<file path="src/rtl/alu_sequencer_if.sv">
// Decoder/ALU-side bundle for the relay ALU sequencer.
// master = decoder plus ALU datapath, slave = sequencer.
interface alu_sequencer_if #(
   parameter int WIDTH = 8
);
   logic             start;
   logic [2:0]       fn;
   logic             dest;
   logic [WIDTH-1:0] b_in;
   logic [WIDTH-1:0] c_in;
   logic             ready;
   logic [WIDTH-1:0] alu_b;
   logic [WIDTH-1:0] alu_c;
   logic [2:0]       alu_fn;
   logic             alu_enable;
   logic [WIDTH-1:0] alu_result;
   logic             alu_carry;
   logic [WIDTH-1:0] result;
   logic             a_load;
   logic             d_load;
   logic             flag_zero;
   logic             flag_carry;
   logic             flag_sign;
   logic             done;

   modport master (
      output start, fn, dest, b_in, c_in,
      output alu_result, alu_carry,
      input  ready, alu_b, alu_c, alu_fn, alu_enable,
      input  result, a_load, d_load,
      input  flag_zero, flag_carry, flag_sign, done
   );

   modport slave (
      input  start, fn, dest, b_in, c_in,
      input  alu_result, alu_carry,
      output ready, alu_b, alu_c, alu_fn, alu_enable,
      output result, a_load, d_load,
      output flag_zero, flag_carry, flag_sign, done
   );
endinterface

</file>
<file path="src/rtl/alu_sequencer.sv">
// Runs one relay-ALU operation per decoder request:
// latch operands, hold for the settle interval, capture, strobe load.
module alu_sequencer #(
   parameter int SETTLE_CYCLES = 4,
   parameter int WIDTH         = 8
) (
   input logic           clock,
   input logic           reset_n,
   alu_sequencer_if.slave bus
);

   typedef enum logic [1:0] {
      IDLE   = 2'd0,
      SETTLE = 2'd1,
      DONE   = 2'd2
   } state_t;

   localparam logic [3:0] CNT_INIT = 4'(SETTLE_CYCLES - 1);

   state_t           state;
   state_t           state_nx;
   logic [3:0]       cnt;
   logic             accept;
   logic             capture;
   logic             dest_q;
   logic [WIDTH-1:0] b_q;
   logic [WIDTH-1:0] c_q;
   logic [2:0]       fn_q;
   logic [WIDTH-1:0] res_q;
   logic             zf_q;
   logic             cf_q;
   logic             sf_q;

   always_comb begin
      state_nx = state;
      accept   = 1'b0;
      capture  = 1'b0;
      unique case (1'b1)
         (state == IDLE): begin
            if (bus.start) begin
               accept   = 1'b1;
               state_nx = SETTLE;
            end
         end
         (state == SETTLE): begin
            if (cnt == 4'd0) begin
               capture  = 1'b1;
               state_nx = DONE;
            end
         end
         (state == DONE): state_nx = IDLE;
         default:         state_nx = IDLE;
      endcase
   end

   always_ff @(posedge clock or negedge reset_n) begin
      if (!reset_n) begin
         state <= IDLE;
      end else begin
         state <= state_nx;
      end
   end

   always_ff @(posedge clock or negedge reset_n) begin
      if (!reset_n) begin
         cnt <= 4'd0;
      end else if (accept) begin
         cnt <= CNT_INIT;
      end else if (state == SETTLE && cnt != 4'd0) begin
         cnt <= cnt - 4'd1;
      end
   end

   // Operands only move on acceptance so the relays see stable inputs.
   always_ff @(posedge clock or negedge reset_n) begin
      if (!reset_n) begin
         b_q    <= '0;
         c_q    <= '0;
         fn_q   <= 3'd0;
         dest_q <= 1'b0;
      end else if (accept) begin
         b_q    <= bus.b_in;
         c_q    <= bus.c_in;
         fn_q   <= bus.fn;
         dest_q <= bus.dest;
      end
   end

   // Carry is only meaningful for ADD (0) and INC (1).
   always_ff @(posedge clock or negedge reset_n) begin
      if (!reset_n) begin
         res_q <= '0;
         zf_q  <= 1'b0;
         cf_q  <= 1'b0;
         sf_q  <= 1'b0;
      end else if (capture) begin
         res_q <= bus.alu_result;
         zf_q  <= (bus.alu_result == '0);
         cf_q  <= (fn_q[2:1] == 2'b00) && bus.alu_carry;
         sf_q  <= bus.alu_result[WIDTH-1];
      end
   end

   assign bus.ready      = (state == IDLE);
   assign bus.alu_enable = (state == SETTLE);
   assign bus.done       = (state == DONE);
   assign bus.a_load     = (state == DONE) && !dest_q;
   assign bus.d_load     = (state == DONE) && dest_q;
   assign bus.alu_b      = b_q;
   assign bus.alu_c      = c_q;
   assign bus.alu_fn     = fn_q;
   assign bus.result     = res_q;
   assign bus.flag_zero  = zf_q;
   assign bus.flag_carry = cf_q;
   assign bus.flag_sign  = sf_q;

endmodule

</file>
<file path="src/flat_wrapper.sv">
// flat-port wrapper written by rule: the top's interface ports become plain ports
module alu_sequencer_flat 
#(
   parameter int SETTLE_CYCLES = 4,
   parameter int WIDTH         = 8
)
  (clock, reset_n, bus_start, bus_fn, bus_dest, bus_b_in, bus_c_in, bus_alu_result, bus_alu_carry, bus_ready, bus_alu_b, bus_alu_c, bus_alu_fn, bus_alu_enable, bus_result, bus_a_load, bus_d_load, bus_flag_zero, bus_flag_carry, bus_flag_sign, bus_done);
  alu_sequencer_if #(.WIDTH(WIDTH)) bus_i ();
  input logic clock;
  input logic reset_n;
  input wire logic [$bits(bus_i.start)-1:0] bus_start;
  input wire logic [$bits(bus_i.fn)-1:0] bus_fn;
  input wire logic [$bits(bus_i.dest)-1:0] bus_dest;
  input wire logic [$bits(bus_i.b_in)-1:0] bus_b_in;
  input wire logic [$bits(bus_i.c_in)-1:0] bus_c_in;
  input wire logic [$bits(bus_i.alu_result)-1:0] bus_alu_result;
  input wire logic [$bits(bus_i.alu_carry)-1:0] bus_alu_carry;
  output wire logic [$bits(bus_i.ready)-1:0] bus_ready;
  output wire logic [$bits(bus_i.alu_b)-1:0] bus_alu_b;
  output wire logic [$bits(bus_i.alu_c)-1:0] bus_alu_c;
  output wire logic [$bits(bus_i.alu_fn)-1:0] bus_alu_fn;
  output wire logic [$bits(bus_i.alu_enable)-1:0] bus_alu_enable;
  output wire logic [$bits(bus_i.result)-1:0] bus_result;
  output wire logic [$bits(bus_i.a_load)-1:0] bus_a_load;
  output wire logic [$bits(bus_i.d_load)-1:0] bus_d_load;
  output wire logic [$bits(bus_i.flag_zero)-1:0] bus_flag_zero;
  output wire logic [$bits(bus_i.flag_carry)-1:0] bus_flag_carry;
  output wire logic [$bits(bus_i.flag_sign)-1:0] bus_flag_sign;
  output wire logic [$bits(bus_i.done)-1:0] bus_done;
  assign bus_i.start = bus_start;
  assign bus_i.fn = bus_fn;
  assign bus_i.dest = bus_dest;
  assign bus_i.b_in = bus_b_in;
  assign bus_i.c_in = bus_c_in;
  assign bus_i.alu_result = bus_alu_result;
  assign bus_i.alu_carry = bus_alu_carry;
  assign bus_ready = bus_i.ready;
  assign bus_alu_b = bus_i.alu_b;
  assign bus_alu_c = bus_i.alu_c;
  assign bus_alu_fn = bus_i.alu_fn;
  assign bus_alu_enable = bus_i.alu_enable;
  assign bus_result = bus_i.result;
  assign bus_a_load = bus_i.a_load;
  assign bus_d_load = bus_i.d_load;
  assign bus_flag_zero = bus_i.flag_zero;
  assign bus_flag_carry = bus_i.flag_carry;
  assign bus_flag_sign = bus_i.flag_sign;
  assign bus_done = bus_i.done;
  alu_sequencer #(.SETTLE_CYCLES(SETTLE_CYCLES), .WIDTH(WIDTH)) u_core (.clock(clock), .reset_n(reset_n), .bus(bus_i));
endmodule
</file>
<file path="config.mk">
export PLATFORM = sky130hd
export DESIGN_NAME = alu_sequencer_flat
export DESIGN_NICKNAME = d
export VERILOG_FILES = /design/src/rtl/alu_sequencer_if.sv /design/src/rtl/alu_sequencer.sv /design/src/flat_wrapper.sv
export SDC_FILE = /design/constraint.sdc
export NUM_CORES = 1
export LEC_CHECK = 0
export CORE_MARGIN = 4
export CORE_UTILIZATION = 44
export CTS_BUF_LIST = sky130_fd_sc_hd__clkbuf_16
export CTS_CLUSTER_SIZE = 25
export DETAILED_ROUTE_END_ITERATION = 8
export PLACE_DENSITY = 0.84
export SLEW_MARGIN = 40
export SYNTH_ARGS = -nofsm -noshare
export SYNTH_HDL_FRONTEND = slang
export SYNTH_SLANG_ARGS = --single-unit
</file>
<file path="constraint.sdc">
create_clock -name clock -period 2.37 [get_ports clock]
set_input_delay 0.237 -clock clock [delete_from_list [all_inputs] [get_ports clock]]
set_output_delay 0.237 -clock clock [all_outputs]
set_load 0.01 [all_outputs]
</file>
==> flow_results.org <==
** Run status
- The run finished with clean final reports.

** Job
- Max cap viols :: 0

** Pwr
- The share of total power dissipated in sequential elements is between 30% and 40%.
- The clock network accounts for between 20% and 30% of the total power.
- In this run, the combinational gates consume between 40% and 50% of the power.
- The analysis attributes to net switching a power of ~960 uW.
- Cell-internal power :: 2.12 mW
- Final Power :: approximately 3.1 mW
- Summed over all cells, the static leakage comes to between 1 and 1.5 nW.
- IR analysis of the VDD net gives a maximum drop of 0.000687 V.
- Net switching is between 30% and 40% of the power.
- Power spread over the standard cell area amounts to between 1000 and 1500 nW/um2.

** Final layout
- Area added between synthesis and finish :: 58.8%
- The net count of the finished layout is about 210.
- The number of antenna diodes in the final layout is 0.
- Proportion of layout cells with a drive suffix above 1 :: about a tenth
- Fin util :: 74.7%

** Global route
- Remaining global-route overflow :: 0
- The initial antenna violation count was 0.
- In this run the most used layer during global routing was met2.
- For this run, global-route usage on met3 was measured as under 10%.
- The first global-routing pass estimated approximately 6000 um of wire.
- Overall fraction of global-route tracks in use :: a little under a fifth
- Vias in the first global route :: around 1200
- For this run, global-route usage on met1 was measured as between 20% and 30%.
- Pin count of the biggest net entering global routing :: 37
- Global routing consumed, on the met2 layer, around a third of the routing resources.

** Logic synthesis
- Dominant cell by count in the synthesized netlist :: dfrtp_1
- The largest total area in the synthesized netlist belongs to dfrtp_1.
- Adder-cell share of the synthesized area :: 1.70%
- Of the synthesized area, sequential elements account for 61.2%.
- Number of standard cells after synthesis :: about 100
- Synthesis produced a netlist with a net count of 137.
- Parity-gate share of the synthesized area counting xor and xnor cells :: 0%
- Most used flip-flop cell after synthesis :: dfrtp_1
- Mean post-synth cell area :: 14.3 um2
- Sorting the synthesized cells by area gives the leading types as dfrtp_1 (61%), mux2_1 (18%), mux2_2 (4.6%).
- Unique cell type count in the Yosys netlist :: 23
- Multiplexer fraction of the synthesized cell area :: a little under a quarter
- Dominant combinational cell family by area after synthesis :: multiplexers
- EDFF count, synth :: 0
- Fraction of registers with async set/reset :: 100%
- In this run, synthesis produced a sequential element count of 36.
- Summing the areas of all compound-gate instances in the mapped netlist gives under 10% of the synthesized area.
- Post-Synth Simple-Gate Area :: around 8.7%
- The top cell type by area accounts for approximately 60% of the synthesized area.
- For this run, the number of Yosys warnings is 0.
- The cell area that synthesis handed to floorplanning was between 1000 and 1500 um2.
- Top cells by count, synth :: dfrtp_1 (36), mux2_1 (23), mux2_2 (6)

** Placed design
- Routability-driven placement finished with a final weighted congestion of approximately 0.73.
- Total of buffers placed on input and output ports :: 66
- After legalization and detailed placement, the total HPWL measured roughly 2700 um.

** STA
- Highest Clock Rate :: ~500 MHz
- Setup repair after global routing missed its margin :: no
- Final hold violation count :: 0
- The final count of pins violating max slew was 0.
- The clock period could shrink to 1960 ps.
- After layout, the worst path uses between 80 and 90% of the clock period.
- Largest clock skew in the final design :: between 4 and 5 ps
- Setup violations remaining at the end of the flow were counted as 0.
- At the pin with the least slew margin, the transition time is around 450 ps.
- For the final routed database, the setup TNS stands at 0 ps.
- The worst pin sits at a relative slew slack of roughly 70%.

** Detailed routing
- In the routed design, unresolved DRC markers number 0.
- The routed layout has about 1100 vias.
- In the routed layout, each cell is associated on average with a via count of a little under 5.
- In the final routed layout, each cell accounts on average for about 16 um.
- 1st-iter DRT viols :: 47
- The first detailed-routing pass ran for 4 iterations.
- Wirelength, routed :: between 3000 and 4000 um
- DRT antenna net count :: 0

** Clock tree
- CTS tree :: yes
- After clock tree synthesis, the clock-pin slew on the worst setup and hold paths is 60 ps.
- Post-CTS timing repair inserted 0 buffers for setup.
- In this run the number of H-tree levels came out at 2.
- The root buffer cell chosen for the clock tree is clkbuf_16.
- Buffers inserted during clock tree synthesis total 5.
- Resized cells post-CTS :: 0
- The clock net in this run drives a total of 36 sinks.
- Clock tree buffer depth :: 2
- The later pin in the worst-skew pair is clocked with a latency of roughly 280 ps.

** Die
- Floorplan die width :: approximately 66 um
- Die Footprint :: ~4300 um2
- Top-Level Pins :: 67
- Std cell rows :: 20
- Starting utilization of the core area :: approximately 47%
- The die is 65.8 um tall.
- Core area :: 3130 um2

** Critical path
- Kind of critical path :: reg2reg
- STA classifies the critical path endpoint as a register.
- Of all nets on the critical path, the largest fanout is 11.
- STA puts the critical path data arrival time at 2110 ps.
- Setup crit start kind :: register
- STA puts the critical path data required time at between 2000 and 3000 ps.

** Worst hold path
- The tightest min-delay check is of the in2async type.
[state kept, by name, summed over array words and instances, names as in the netlist]
name,cells
u_core.bus.alu_b,8
u_core.bus.alu_c,8
u_core.bus.alu_fn,3
u_core.bus.flag_carry,1
u_core.bus.flag_zero,1
u_core.bus.result,8
u_core.cnt,4
u_core.dest_q,1
u_core.state,2
[cells in the final DEF, fill, tap and decap left out, drive strengths merged]
master	n
nand2	1
nor2b	3
or4	2
nand4	1
or4b	1
mux2i	2
a21oi	2
mux2	29
clkinv	3
nor4	2
and2	1
nor2	4
buf	2
ha	2
nand2b	1
nor3b	3
dlygate4sd3	1
clkbuf	5
clkdlybuf4s50	65
or2	1
a21bo	1
o21ai	2
inv	5
dfrtp	36
[final timing paths]
check                                                start  cells past startpoint                               end  slack [ps]
min in group clock         u_core.bus.alu_c[5]$_DFFE_PN0P_                      1   u_core.bus.alu_c[5]$_DFFE_PN0P_         490
max in group asynchronous                          reset_n                      2         u_core.cnt[3]$_DFFE_PN0P_        1610
max reg2reg                      u_core.cnt[0]$_DFFE_PN0P_                      5  u_core.bus.result[1]$_DFFE_PN0P_         410
min reg2reg                u_core.bus.alu_c[5]$_DFFE_PN0P_                      1   u_core.bus.alu_c[5]$_DFFE_PN0P_         490
max                              u_core.cnt[0]$_DFFE_PN0P_                      5  u_core.bus.result[1]$_DFFE_PN0P_         410
min                                                reset_n                      2   u_core.bus.alu_c[1]$_DFFE_PN0P_         450
[cells by family (layout without fill, tap and decap cells)]
group	after synthesis	count (layout)
fa+ha+maj	2	2
flops	36	36
mux	31	31
buf+inv	9	81
simple gates	20	20
compound gates	5	5
[through the flow]
step           hold WS, ps  area, um2  std cells  worst slack, ps
6_report               454       2340        219              412
5_1_grt                496       2340        219              199
4_1_cts               66.9       2320        218              394
3_5_place_dp           359       2190        210              432
3_3_place_gp           346       2190        210              598
2_1_floorplan        -58.6       1470        103              768
[worst max-delay path: stages, from the launching register on]
cell and delay, ps:
dfrtp_1 400, inv_1 100, ha_1 190, nor3b_1 350, nand2_1 370, mux2_1 420
[repair_timing]
action,in CTS,in global routing
hold buffers,0,1
hold endpoints to repair,0,36
setup endpoints to repair,0,0
[final cells by class]
class / count / area, um2
clock buffers: 5 / 125
clock inverters: 3 / 13.8
fillers: 225 / 791
inverters: 5 / 18.8
multi-input cells: 58 / 536
flip-flops and latches: 36 / 901
well taps: 44 / 55.1
repair buffers: 68 / 688
[routing by layer]
metal,wire (um),vias up
met4,51,0
li1,-,500
met3,247,6
met2,1970,38
met5,0,-
met1,1310,534
[power groups by stage]
stage          sequential [mW]  clock [mW]  combinational, mW
2_1_floorplan             1.20           0              0.501
3_3_place_gp              1.09           0               1.32
3_5_place_dp              1.11           0               1.37
4_1_cts                   1.11       0.622               1.38
5_1_grt                   1.15       0.661               1.46
6_report                  1.11       0.614               1.35
(Power assumes the default switching activity.)
